==> config.mk <==
export PLATFORM = sky130hd
export DESIGN_NAME = dma_burst_scheduler
export DESIGN_NICKNAME = d
export VERILOG_FILES = /design/src/rtl/dma_sched_pkg.sv /design/src/rtl/dma_burst_calc.sv /design/src/rtl/dma_burst_scheduler.sv
export SDC_FILE = /design/constraint.sdc
export NUM_CORES = 1
export LEC_CHECK = 0
export BUFFER_PORTS_ARGS = -buffer_cell sky130_fd_sc_hd__buf_2
export CORE_ASPECT_RATIO = 1.25
export CORE_MARGIN = 2
export CORE_UTILIZATION = 40
export DETAILED_ROUTE_END_ITERATION = 8
export GPL_TIMING_DRIVEN = 0
export MAX_ROUTING_LAYER = met4
export SYNTH_ARGS = -nofsm -noshare
export SYNTH_HDL_FRONTEND = slang
export SYNTH_SLANG_ARGS = --single-unit
==> constraint.sdc <==
create_clock -name S_AXI_ACLK -period 2.7 [get_ports S_AXI_ACLK]
set_clock_uncertainty 0.15 [all_clocks]
set_input_delay 0.54 -clock S_AXI_ACLK [delete_from_list [all_inputs] [get_ports S_AXI_ACLK]]
set_output_delay 0.54 -clock S_AXI_ACLK [all_outputs]
set_load 0.005 [all_outputs]
==> src/rtl/dma_sched_pkg.sv <==
// dma_sched_pkg: state encoding, AXI constants and helpers
// shared by the DMA burst scheduler and its burst calculator.
package dma_sched_pkg;

    typedef enum logic [2:0] {
        IDLE    = 3'd0,
        CALC    = 3'd1,
        RD_REQ  = 3'd2,
        RD_WAIT = 3'd3,
        WR_REQ  = 3'd4,
        WR_WAIT = 3'd5,
        DONE    = 3'd6,
        ERR     = 3'd7
    } state_t;

    localparam int AXI_PAGE_BYTES = 4096;
    localparam int AXI_LEN_W      = 8;

    function automatic logic [31:0] min32(
        input logic [31:0] a,
        input logic [31:0] b
    );
        return (a < b) ? a : b;
    endfunction

endpackage

==> src/rtl/dma_burst_calc.sv <==
// dma_burst_calc: combinational burst sizing and alignment check.
// Optional 4 KB page limit: DMA_SCHED_BOUNDARY_4K_EN.
module dma_burst_calc
    import dma_sched_pkg::*;
#(
    parameter int C_M_AXI_DATA_WIDTH = 32,
    parameter int C_M_AXI_ADDR_WIDTH = 32,
    parameter int C_MAX_BURST_LEN    = 16
) (
    input  logic [C_M_AXI_ADDR_WIDTH-1:0] src,
    input  logic [C_M_AXI_ADDR_WIDTH-1:0] dst,
    input  logic [31:0]                   len,
    input  logic [31:0]                   remaining,
    output logic [31:0]                   beats,
    output logic                          align_err
);

    localparam int BYTES = C_M_AXI_DATA_WIDTH / 8;
    localparam int SHIFT = $clog2(BYTES);
    localparam logic [31:0] MAX_BEATS = 32'(C_MAX_BURST_LEN);
    localparam logic [31:0] LEN_MASK  = 32'(BYTES - 1);
    localparam logic [C_M_AXI_ADDR_WIDTH-1:0] ADDR_MASK =
        C_M_AXI_ADDR_WIDTH'(BYTES - 1);

`ifdef DMA_SCHED_BOUNDARY_4K_EN
    // Beats left before the next page boundary; addr is beat-aligned here.
    function automatic logic [31:0] page_beats(input logic [11:0] a);
        return (32'(AXI_PAGE_BYTES) - {20'd0, a}) >> SHIFT;
    endfunction
`endif

    always_comb begin
        beats = min32(remaining, MAX_BEATS);
`ifdef DMA_SCHED_BOUNDARY_4K_EN
        beats = min32(beats, page_beats(src[11:0]));
        beats = min32(beats, page_beats(dst[11:0]));
`endif
    end

    assign align_err = (len == 32'd0)
                     | (|(len & LEN_MASK))
                     | (|(src & ADDR_MASK))
                     | (|(dst & ADDR_MASK));

endmodule

==> src/rtl/dma_burst_scheduler.sv <==
// dma_burst_scheduler: splits a DMA command into AXI bursts, read then write.
// Optional 4 KB page limit: DMA_SCHED_BOUNDARY_4K_EN.
module dma_burst_scheduler
    import dma_sched_pkg::*;
#(
    parameter int C_M_AXI_DATA_WIDTH = 32,
    parameter int C_M_AXI_ADDR_WIDTH = 32,
    parameter int C_MAX_BURST_LEN    = 16
) (
    input  logic                          S_AXI_ACLK,
    input  logic                          S_AXI_ARESETN,
    input  logic                          i_dma_start,
    input  logic [C_M_AXI_ADDR_WIDTH-1:0] i_src_addr,
    input  logic [C_M_AXI_ADDR_WIDTH-1:0] i_dst_addr,
    input  logic [31:0]                   i_trf_len,
    output logic                          o_rd_req,
    output logic [C_M_AXI_ADDR_WIDTH-1:0] o_rd_addr,
    output logic [AXI_LEN_W-1:0]          o_rd_len,
    input  logic                          i_rd_ack,
    input  logic                          i_rd_done,
    output logic                          o_wr_req,
    output logic [C_M_AXI_ADDR_WIDTH-1:0] o_wr_addr,
    output logic [AXI_LEN_W-1:0]          o_wr_len,
    input  logic                          i_wr_ack,
    input  logic                          i_wr_done,
    output logic                          o_busy,
    output logic                          o_dma_done,
    output logic                          o_err
);

    localparam int BYTES = C_M_AXI_DATA_WIDTH / 8;
    localparam int SHIFT = $clog2(BYTES);

    state_t state;
    state_t state_nx;

    logic                          start_d;
    logic                          start_edge;
    logic [C_M_AXI_ADDR_WIDTH-1:0] src_q;
    logic [C_M_AXI_ADDR_WIDTH-1:0] dst_q;
    logic [C_M_AXI_ADDR_WIDTH-1:0] step_bytes;
    logic [31:0]                   len_q;
    logic [31:0]                   rem_q;
    logic [31:0]                   beats_q;
    logic [AXI_LEN_W-1:0]          blen_q;
    logic                          err_q;
    logic [31:0]                   calc_beats;
    logic                          calc_err;

    assign start_edge = i_dma_start & ~start_d;
    assign step_bytes = C_M_AXI_ADDR_WIDTH'(beats_q << SHIFT);

    dma_burst_calc #(
        .C_M_AXI_DATA_WIDTH (C_M_AXI_DATA_WIDTH),
        .C_M_AXI_ADDR_WIDTH (C_M_AXI_ADDR_WIDTH),
        .C_MAX_BURST_LEN    (C_MAX_BURST_LEN)
    ) u_calc (
        .src       (src_q),
        .dst       (dst_q),
        .len       (len_q),
        .remaining (rem_q),
        .beats     (calc_beats),
        .align_err (calc_err)
    );

    always_ff @(posedge S_AXI_ACLK) begin
        if (!S_AXI_ARESETN) begin
            state <= IDLE;
        end else begin
            state <= state_nx;
        end
    end

    always_comb begin
        state_nx   = state;
        o_rd_req   = 1'b0;
        o_wr_req   = 1'b0;
        o_dma_done = 1'b0;
        o_busy     = (state != IDLE);
        unique case (state)
            IDLE: begin
                if (start_edge) state_nx = CALC;
            end
            CALC: begin
                state_nx = calc_err ? ERR : RD_REQ;
            end
            RD_REQ: begin
                o_rd_req = 1'b1;
                if (i_rd_ack) state_nx = RD_WAIT;
            end
            RD_WAIT: begin
                if (i_rd_done) state_nx = WR_REQ;
            end
            WR_REQ: begin
                o_wr_req = 1'b1;
                if (i_wr_ack) state_nx = WR_WAIT;
            end
            WR_WAIT: begin
                // Last burst when it consumes every remaining beat
                if (i_wr_done) begin
                    state_nx = (rem_q == beats_q) ? DONE : CALC;
                end
            end
            DONE: begin
                o_dma_done = 1'b1;
                state_nx   = IDLE;
            end
            ERR: begin
                o_dma_done = 1'b1;
                state_nx   = IDLE;
            end
            default: state_nx = IDLE;
        endcase
    end

    always_ff @(posedge S_AXI_ACLK) begin
        if (!S_AXI_ARESETN) begin
            start_d <= 1'b0;
            src_q   <= '0;
            dst_q   <= '0;
            len_q   <= '0;
            rem_q   <= '0;
            beats_q <= '0;
            blen_q  <= '0;
            err_q   <= 1'b0;
        end else begin
            start_d <= i_dma_start;
            unique case (state)
                IDLE: begin
                    if (start_edge) begin
                        src_q <= i_src_addr;
                        dst_q <= i_dst_addr;
                        len_q <= i_trf_len;
                        rem_q <= i_trf_len >> SHIFT;
                        err_q <= 1'b0;
                    end
                end
                CALC: begin
                    if (!calc_err) begin
                        beats_q <= calc_beats;
                        blen_q  <= AXI_LEN_W'(calc_beats - 32'd1);
                    end
                end
                WR_WAIT: begin
                    if (i_wr_done) begin
                        src_q <= src_q + step_bytes;
                        dst_q <= dst_q + step_bytes;
                        rem_q <= rem_q - beats_q;
                    end
                end
                ERR: begin
                    err_q <= 1'b1;
                end
                default: ;
            endcase
        end
    end

    assign o_rd_addr = src_q;
    assign o_rd_len  = blen_q;
    assign o_wr_addr = dst_q;
    assign o_wr_len  = blen_q;
    assign o_err     = err_q;

endmodule

# [Yosys cells after proc, flatten, opt, wreduce, memory -nomap -nowiden]
# Cells that the tools add are included.
# W data, S select, Z words.
[word_totals] register_bits=173 output_inout_bits=85 wordCells=70 in_bits=103
[classes] add_sub_neg=4 n_mux=23 order_cmp=1 bitwise=6 n_reduce_logical=14 n_eq_ne=13
[ops] cell="$mux W32" n=7
[ops] cell="$pmux W32 S2" n=3
[ops] cell="$add A32 B32 Y32" n=2
[ops] cell="$eq A32 B32 Y1" n=1
[ops] cell="$logic_not A32 Y1" n=1
[ops] cell="$lt A32 B5 Y1 const B" n=1
[ops] cell="$sub A32 B32 Y32" n=1
[ops] cell="$mux W3" n=7
[ops] cell="$pmux W3 S7" n=1
[ops] cell="$eq A3 B3 Y1 const B" n=4
[ops] cell="$ne A2 B2 Y1 const B" n=5
[ops] cell="$reduce_or A2 Y1" n=4
[ops] cell="$sub A8 B1 Y8 const B" n=1
[ops] cell="$eq A3 B2 Y1 const B" n=2
[ops] cell="$reduce_and A2 Y1" n=3
[ops] cell="$reduce_and A5 Y1" n=1
[ops] cell="$mux W1" n=4
[ops] cell="$reduce_bool A2 Y1" n=2
[ops] cell="$eq A3 B1 Y1 const B" n=1
[ops] cell="$logic_not A3 Y1" n=1
[ops] cell="$or A1 B1 Y1" n=3
[ops] cell="$reduce_and A3 Y1" n=1
[ops] cell="$reduce_bool A3 Y1" n=1
[ops] cell="$not A1 Y1" n=2
[ops] cell="other kinds (2)" n=2

# [Longest topological paths before layout]
# Gate-level depths: netlist of the first run.
[depth] word_depth=6 mapped_depth=12 ltp_nobuf=12

# [Cells and area by module]
# Synthesis of the first run repeated with hierarchy kept, for this count alone.
[unflattened] cells_unflattened=1635 hier_area_um2=12421.9
[by_module_without_submodules] module="dma_burst_scheduler" cells_each=1576 instances=1 seq_area_each_um2=3463.3 area_each_um2=12035.3
[by_module_without_submodules] module="dma_burst_calc" cells_each=59 instances=1 seq_area_each_um2=0.0 area_each_um2=386.6

# [Worst setup path before layout of the first run]
# No wires, ideal clock.
[synth_path] path_type="reg-to-reg" start="reg dst_q[2], in the netlist o_wr_addr[2]" end="reg dst_q[28], in the netlist o_wr_addr[28]" synth_period_minus_slack_ps=2855 setup_time_ps=87 n_path_buf=0 path_slack_ps=-155 stages_incl_launch_ff=12 t_required_ps=2463 t_arrival_ps=2619 path_cell_list="dfxtp_1 -> ha_1 -> fa_1 -> a211o_1 -> o211ai_2 -> a21oi_2 -> o41ai_2 -> o31a_2 -> nand2_1 -> a221oi_2 -> xnor2_1 -> a221oi_2"
[synth_between] elab_chain_cells=3
[synth_lines] item="from (decl)" line_no="dma_burst_scheduler.sv:40" source="logic [C_M_AXI_ADDR_WIDTH-1:0] dst_q;"
[synth_lines] item="from (signal assigned)" line_no="dma_burst_scheduler.sv:132" source="dst_q <= i_dst_addr;"
[synth_lines] item="from (signal assigned)" line_no="dma_burst_scheduler.sv:147" source="dst_q <= dst_q + step_bytes;"
[synth_lines] item="$add A32 B32 Y32" line_no="dma_burst_scheduler.sv:147"
[synth_lines] item="$mux W32" line_no="dma_burst_scheduler.sv:145" source="if (i_wr_done) begin"
[synth_lines] item="$pmux W32 S2" line_no="dma_burst_scheduler.sv:128" source="unique case (state)"
# No other way between the ends. The select of a mux whose other input is x is not followed.
# A chain may end at the register's enable or synchronous reset.

# [Worst setup path in the final report of the first run]
[layout_path] start="reg beats_q[0]" end="reg src_q[30], in the netlist o_rd_addr[30]"
[layout_between] elab_chain_cells=3
[layout_lines] item="from (decl)" line_no="dma_burst_scheduler.sv:44" source="logic [31:0] beats_q;"
[layout_lines] item="from (signal assigned)" line_no="dma_burst_scheduler.sv:140" source="beats_q <= calc_beats;"
[layout_lines] item="$add A32 B32 Y32" line_no="dma_burst_scheduler.sv:146" source="src_q <= src_q + step_bytes;"
[layout_lines] item="$mux W32" line_no="dma_burst_scheduler.sv:145"
[layout_lines] item="$pmux W32 S2" line_no="dma_burst_scheduler.sv:128"
[layout_lines] item="to (signal assigned)" line_no="dma_burst_scheduler.sv:131" source="src_q <= i_src_addr;"
[layout_lines] item="to (signal assigned)" line_no="dma_burst_scheduler.sv:146"
[layout_lines] item="to (decl)" line_no="dma_burst_scheduler.sv:39" source="logic [C_M_AXI_ADDR_WIDTH-1:0] src_q;"
# No other way between the ends. The select of a mux whose other input is x is not followed.

==> results.ini, run 1 <==
[yosys]
synth_warnings=0
synth_xor_area_frac=0.05492
syn-cell-area_sq_um=11480
async_flop_share=0
synth_area_leaders=dfxtp_1 (30%), a21oi_1 (11%), ha_1 (9.8%), nand2_1 (6.4%), nor2_1 (3.2%)
synthAdderAreaFrac=0.1033
synthMuxAreaShare=0.02179
synth_top_family_by_area=compound AO/OA/AOI/OAI gates
synth-compound-area-share=0.2865
synth_fp_nets=1676
synth.largest_area_cell=dfxtp_1
synth_cell_types=76
ys.flop_type=dfxtp_1
synth_seq_cells=173
synth-edff-count=0
synth-seq-area-share=0.3016
synthCells=1480
synth-simple-area-share=0.1820
syn_area_per_cell_sq_um=7.758
yosys.area.top_type_share=0.3016

[clock_network]
clk_latency_ps=460
clk_path_buf_depth=2
cts-root-buf=clkbuf_16
numCtsBuffers=17
cts_tree=yes
clk_pin_slew_ps=80
cts.sinks=173
cts-htree-levels=4

[timing]
setup_violations=28
finalWorstSetupSlack_ps=-323.3
period_needed_ps=3023
slew_headroom=0.3271
hold_violations=0
grt_setup_unrepaired=yes
finalCritPeriodShare=1.120
tightest_slew_ps=1009
hold_ws_ps=161.3
slew_viol_final=0
max_freq_mhz=330.8

[detailed_routing]
drtPass1Iterations=5
remaining_drc_errors=0
drtAntennaViolNets=0
wl_um=45410
wl_per_cell_um=21.55
vias=12410
avgViaCountPerCell=5.890
dr.first_iter.drc_count=840

[pwr]
leakagePower_uw=0.006438
pwr-share-comb=0.563
p_int_uw=8123
seq_power_share=0.252
clkPwrFrac=0.184
switching_share=0.4383
ir_drop_uv=493.1
p_per_area_nw_per_um2=948.0
switchingPower_uw=6338

[cells_and_area]
area_growth_syn_to_layout_pct=32.85
diodes=0
multi_input_area_sq_um=8642
fill_cells=2748
regArea_sq_um=3512
fin_util=0.5387
layout-drive-gt1-share=0.2905
layout.nets=1935

[critical_path]
crit_fanout=4
critical_path_class=flip-flop to flip-flop
startpoint=beats_q[0]$_SDFFE_PN0P_
crit_path_start_kind=flip-flop
cp.arrival_ps=3250
crit_required_ps=2930
cp-end-kind=flip-flop
timing.rr.start=beats_q[0]$_SDFFE_PN0P_

[floorplanning]
ios=188
die_width_um=155.5
dieHeight_um=193.4
core_area_sq_um=28320
initial_core_util=0.4055
fp.dieArea_sq_um=30090
num_rows=69

[global_routing]
grt_overflow=0
busiest_layer=met2
grt.total_usage=0.2997
grt_util_met3=0.04323
grt_pass1_vias=11830
grt_pass1_wl_um=67480
antenna_found_initial=0
met2_usage=0.5003
grt_max_degree=17
use_met1=0.3472

[flow_run]
drv_cap=0

[placed_design]
placement.io_buffers=187
place_congestion=0.9498
dp_hpwl_um=33790

[status]
outcome=finished with violations
violations=setup timing

[hold_path]
hold_path.startpoint=i_dma_start
hp-class=input port to flip-flop

[cell type report]
cell class	count	area share
tap	355	0.02912
sequential	173	0.2302
multi-input combinational	1164	0.5665
buffer	82	0.02625
clock buffer	24	0.03158
timing repair buffer	245	0.09367
inverter	56	0.01394
clock inverter	8	0.008694
[critical path, stage by stage (launching register included)]
cell,delay [ps]
dfxtp_4,380
ha_4,180
fa_2,420
a21oi_4,190
o211ai_1,150
nand4b_1,240
a31oi_4,130
o22ai_4,220
o31ai_4,130
o41ai_4,380
xor2_1,140
a221oi_2,240
[synth_stat cells (12+ instances only)]
master    instances
a211oi_1         13
nor4_1           17
a21o_1           29
nand3_1          25
inv_1            55
nand2_1         196
xor2_1           32
nor2b_1          16
a31oi_1          20
a21oi_1         243
xnor2_1          40
ha_1             90
mux2i_1          25
nor3_1           40
nor2_1           99
a311oi_1         12
o211ai_1         12
o21a_1           19
o21ai_0          48
nand4_1          15
clkbuf_1         63
a221oi_1         36
dfxtp_1         173
[power groups by stage]
stage	clock network (uW)	logic (uW)	registers [uW]
4_1_cts	2690	7470	3610
5_1_grt	2780	8790	3710
3_5_place_dp	0	6510	3640
6_report	2660	8150	3650
2_1_floorplan	0	4540	3500
3_3_place_gp	0	6480	3620
[flip-flops by register name, indices dropped and copies added, names as in the netlist]
signal,count
beats_q,32
len_q,32
o_rd_addr,32
o_wr_addr,32
rem_q,32
o_rd_len,8
state,3
o_err,1
start_d,1
[kinds of logic after synthesis]
family,after synthesis
adders and majority gates,93
xor gates and xnor gates,72
buffers and inverters,143
and+or+nand+nor,460
AOI/OAI and AO/OA,514
DFF,173
muxes,25
[worst paths after layout]
check,endpoint,slack [ps],cells after the start
min,start_d$_SDFF_PN0_,160,2
max,o_rd_addr[30]$_SDFFE_PN0P_,-320,11
max reg2reg,o_rd_addr[30]$_SDFFE_PN0P_,-320,11
min reg2reg,len_q[25]$_SDFFE_PN0P_,310,2
[stage by stage]
step / instance area, sq um / cells / worst slack (ps) / total power (uW) / TNS [ps]
after global routing: 15250 / 2107 / -425.8 / 15280 / -8489
after detailed placement: 12890 / 2022 / -783.9 / 10150 / -52690
after floorplan: 11510 / 1480 / -103.3 / 8044 / -143.6
final: 15250 / 2107 / -323.3 / 14460 / -4168
after global placement: 12890 / 2022 / -788.2 / 10100 / -50440
after CTS: 14480 / 2090 / -295.0 / 13770 / -3056
[metal layers]
metal | wire length (um) | part of all wire
met1 | 18260 | 0.40
met2 | 22070 | 0.49
met3 | 2289 | 0.050
met4 | 2790 | 0.061
met5 | 0 | 0
[timing repair]
| action | CTS | global route |
|---|---|---|
| setup buffers | 39 | 22 |
| hold buffers | 0 | 0 |
| setup endpoints to repair | 148 | 97 |
| pin swaps | 69 | 79 |
| resized for setup | 151 | 144 |
[layout by cell type, fill, tap and decap left out, drive strengths merged, types with 17 or more instances in the layout]
master,count
a221oi,38
inv,56
a31oi,20
buf,265
o21a,19
mux2i,25
nand3,25
o21ai,55
xnor2,40
clkbuf,86
nor4,17
a21oi,247
dfxtp,173
nand2,196
ha,90
xor2,32
a21o,29
nor2,99
nor3,40
Power figures use the tool's default switching activity.
==> run 2, diff against run 1 <==
--- a/config.mk
+++ b/config.mk
@@ -14,2 +14,3 @@
 export MAX_ROUTING_LAYER = met4
+export PLACE_DENSITY = 0.58
 export SYNTH_ARGS = -nofsm -noshare
==> constraint.sdc (replaced) <==
create_clock -name S_AXI_ACLK -period 2.7 [get_ports S_AXI_ACLK]
set_clock_uncertainty 0.15 [all_clocks]
set_input_delay 0.27 -clock S_AXI_ACLK [delete_from_list [all_inputs] [get_ports S_AXI_ACLK]]
set_output_delay 0.27 -clock S_AXI_ACLK [all_outputs]
set_load 0.005 [all_outputs]
==> run 2 against run 1 <==
Net effect: the flow still finishes with violations (setup timing); global-route usage rose by 0.87 points; die area unchanged; register-to-register slack barely moved; combinational power grew 5.3%; critical endpoint is now rem_q[30]$_SDFFE_PN0P_.
==> results.ini, run 2 (synthesis results as in run 1) <==
[status]
outcome=finished with violations
violations=setup timing

[critical_path]
crit_path_start_kind=flip-flop
cp-end-kind=flip-flop
crit_slowest_cell=a311oi_4
critPathMaxStageDelay_ps=440  ; +20 ps
cp.arrival_ps=3200  ; -50 ps
cp_common_cell=o31a_1
timing.rr.start=rem_q[0]$_SDFFE_PN0P_
r2r_cells=12  ; +1
path_buf_inv=1  ; +1
r2r_slack_ps=-320  ; about the same
cp.depth=12  ; +1
crit_fanout=3  ; -1
crit_required_ps=2870  ; -60 ps
startpoint=rem_q[0]$_SDFFE_PN0P_
critPathTopFamily=compound AO/OA/AOI/OAI gates
critical_path_class=flip-flop to flip-flop
worstPathCellList=inv_2 -> ha_4 -> fa_2 -> nor2b_4 -> o31a_1 -> o31a_1 -> o21ai_2 -> a311oi_4 -> a21oi_2 -> o311ai_2 -> xnor2_1 -> o31ai_2

[floorplanning]
fp.dieArea_sq_um=30090  ; unchanged
num_rows=69  ; unchanged
dieHeight_um=193.4  ; unchanged
ios=188  ; unchanged
core_area_sq_um=28320  ; unchanged
initial_core_util=0.4055  ; unchanged
die_width_um=155.5  ; unchanged

[detailed_routing]
avgViaCountPerCell=5.896  ; +0.11%
wl_um=46880  ; +3.2%
vias=12630  ; +1.8%
dr.first_iter.drc_count=847  ; +0.83%
remaining_drc_errors=0  ; unchanged
wl_per_cell_um=21.88  ; +1.5%
drtPass1Iterations=5  ; unchanged
drtAntennaViolNets=0  ; unchanged

[global_routing]
grt.total_usage=0.3085  ; +0.008731
grt_pass1_wl_um=69240  ; +2.6%
met2_usage=0.5223  ; +0.02196
grt_overflow=0  ; unchanged
busiest_layer=met2
use_met1=0.3585  ; +0.01129
grt_util_met3=0.03763  ; -0.005600
antenna_found_initial=0  ; unchanged
grt_max_degree=17  ; unchanged
grt_pass1_vias=12070  ; +2.0%

[timing]
grt_setup_unrepaired=yes
slew_viol_final=0  ; unchanged
finalWorstSetupSlack_ps=-324.8  ; -1.554 ps
period_needed_ps=3025  ; +1.554 ps
slew_headroom=0.2977  ; -0.02943
max_freq_mhz=330.6  ; about the same
finalCritPeriodShare=1.120  ; about the same
hold_violations=0  ; unchanged
setup_violations=34  ; +21%
tightest_slew_ps=1053  ; +44.14 ps

[cells_and_area]
final_cell_mix=a21oi_1 (222), buf_2 (195), nand2_1 (192), dfxtp_1 (151), nor2_1 (94)
area_growth_syn_to_layout_pct=37.03
layout.nets=1970  ; +1.8%
regArea_sq_um=3508  ; -0.11%
diodes=0  ; unchanged
final_common_cell=a21oi_1
fill_cells=2715  ; -1.2%
multi_input_area_sq_um=8835  ; +2.2%
layout-drive-gt1-share=0.2916  ; +0.001025
final_cells=2142  ; +1.7%

[placed_design]
place_congestion=0.9559  ; +0.64%
place_inst=2022  ; unchanged
post-place-ws_ps=-903.0  ; -119.1 ps
placement.io_buffers=187  ; unchanged
dp_hpwl_um=34300  ; +1.5%

[clock_network]
cts-htree-levels=4  ; unchanged
cts_tree=yes
clk_pin_slew_ps=80  ; about the same
cts-root-buf=clkbuf_16
cts.sinks=173  ; unchanged
clk_latency_ps=460  ; about the same
clk_path_buf_depth=2  ; unchanged
numCtsBuffers=17  ; unchanged

[hold_path]
hold_path.startpoint=i_rd_done
hp-class=input port to flip-flop
hold_path_depth=4  ; +2

[pwr]
leakagePower_uw=0.006651  ; +3.3%
p_per_area_nw_per_um2=932.1  ; -1.7%
ir_drop_uv=508.5  ; +3.1%

[flow_run]
drv_cap=0  ; unchanged

run 2: changes by cell type in the layout (fill, tap and decap cells not counted), moves of 4 or more:
cell           delta
dlygate4sd3_1    +39
a221oi_1          -4
inv_6             +4
ha_4              +6
clkbuf_2          -4
a21oi_4           -4
ha_1              -4
clkbuf_1          -5
run 2: per-stage QoR:
step                      hold WS [ps]  power (uW)  TNS (ps)  utilization  area [sq um]
after global routing             6.645       15520    -10180       0.5556         15730
after CTS                       0.4422       13630     -3859       0.5253         14880
after global placement           289.1       10150    -60070       0.4554         12890
final                            3.421       14670     -5002       0.5556         15730
after floorplan                  241.7        8044    -143.6            -         11510
after detailed placement         295.9       10180    -61450       0.4554         12890
run 2: final cells by class:
class,count,share of cell area
Clock inverter,11,0.005169
Tap cell,355,0.02823
Inverter,56,0.01352
Timing Repair Buffer,281,0.1134
Sequential cell,173,0.2230
Clock buffer,21,0.02990
Multi-Input combinational cell,1164,0.5615
Buffer,81,0.02529
run 2: report_power, final:
group	internal [uW]	switching [uW]	total, uW
sequential	3080	584	3660
clock	1260	1160	2420
combinational	3740	4840	8580
total	8080	6580	14700
run 2: repair_timing:
action | in CTS | in global routing
gates cloned | 0 | 0
resized for setup | 179 | 135
endpoints found under the setup margin | 151 | 99
buffers inserted | 32 | 24
hold endpoints to repair | 46 | 1
hold buffers | 38 | 1
pin swaps | 68 | 81
run 2: worst paths after layout:
check / to
worst max-delay path: rem_q[30]$_SDFFE_PN0P_
worst min-delay path: state[1]$_SDFFE_PN0P_
worst max register to register: rem_q[30]$_SDFFE_PN0P_
worst min register to register: beats_q[30]$_SDFFE_PN0P_
run 2: per-layer routing:
metal  share of wire  vias up
met5               0        -
met4           0.055        0
met3           0.052      117
met2            0.49      445
met1            0.40     6075
li1                -     5993
run 2: worst reg2reg max path: stages (launching register included):
cell,delay [ps]
dfxtp_4,360
inv_2,40
ha_4,150
fa_2,360
nor2b_4,150
o31a_1,190
o31a_1,220
o21ai_2,100
a311oi_4,440
a21oi_2,150
o311ai_2,300
xnor2_1,200
o31ai_2,80
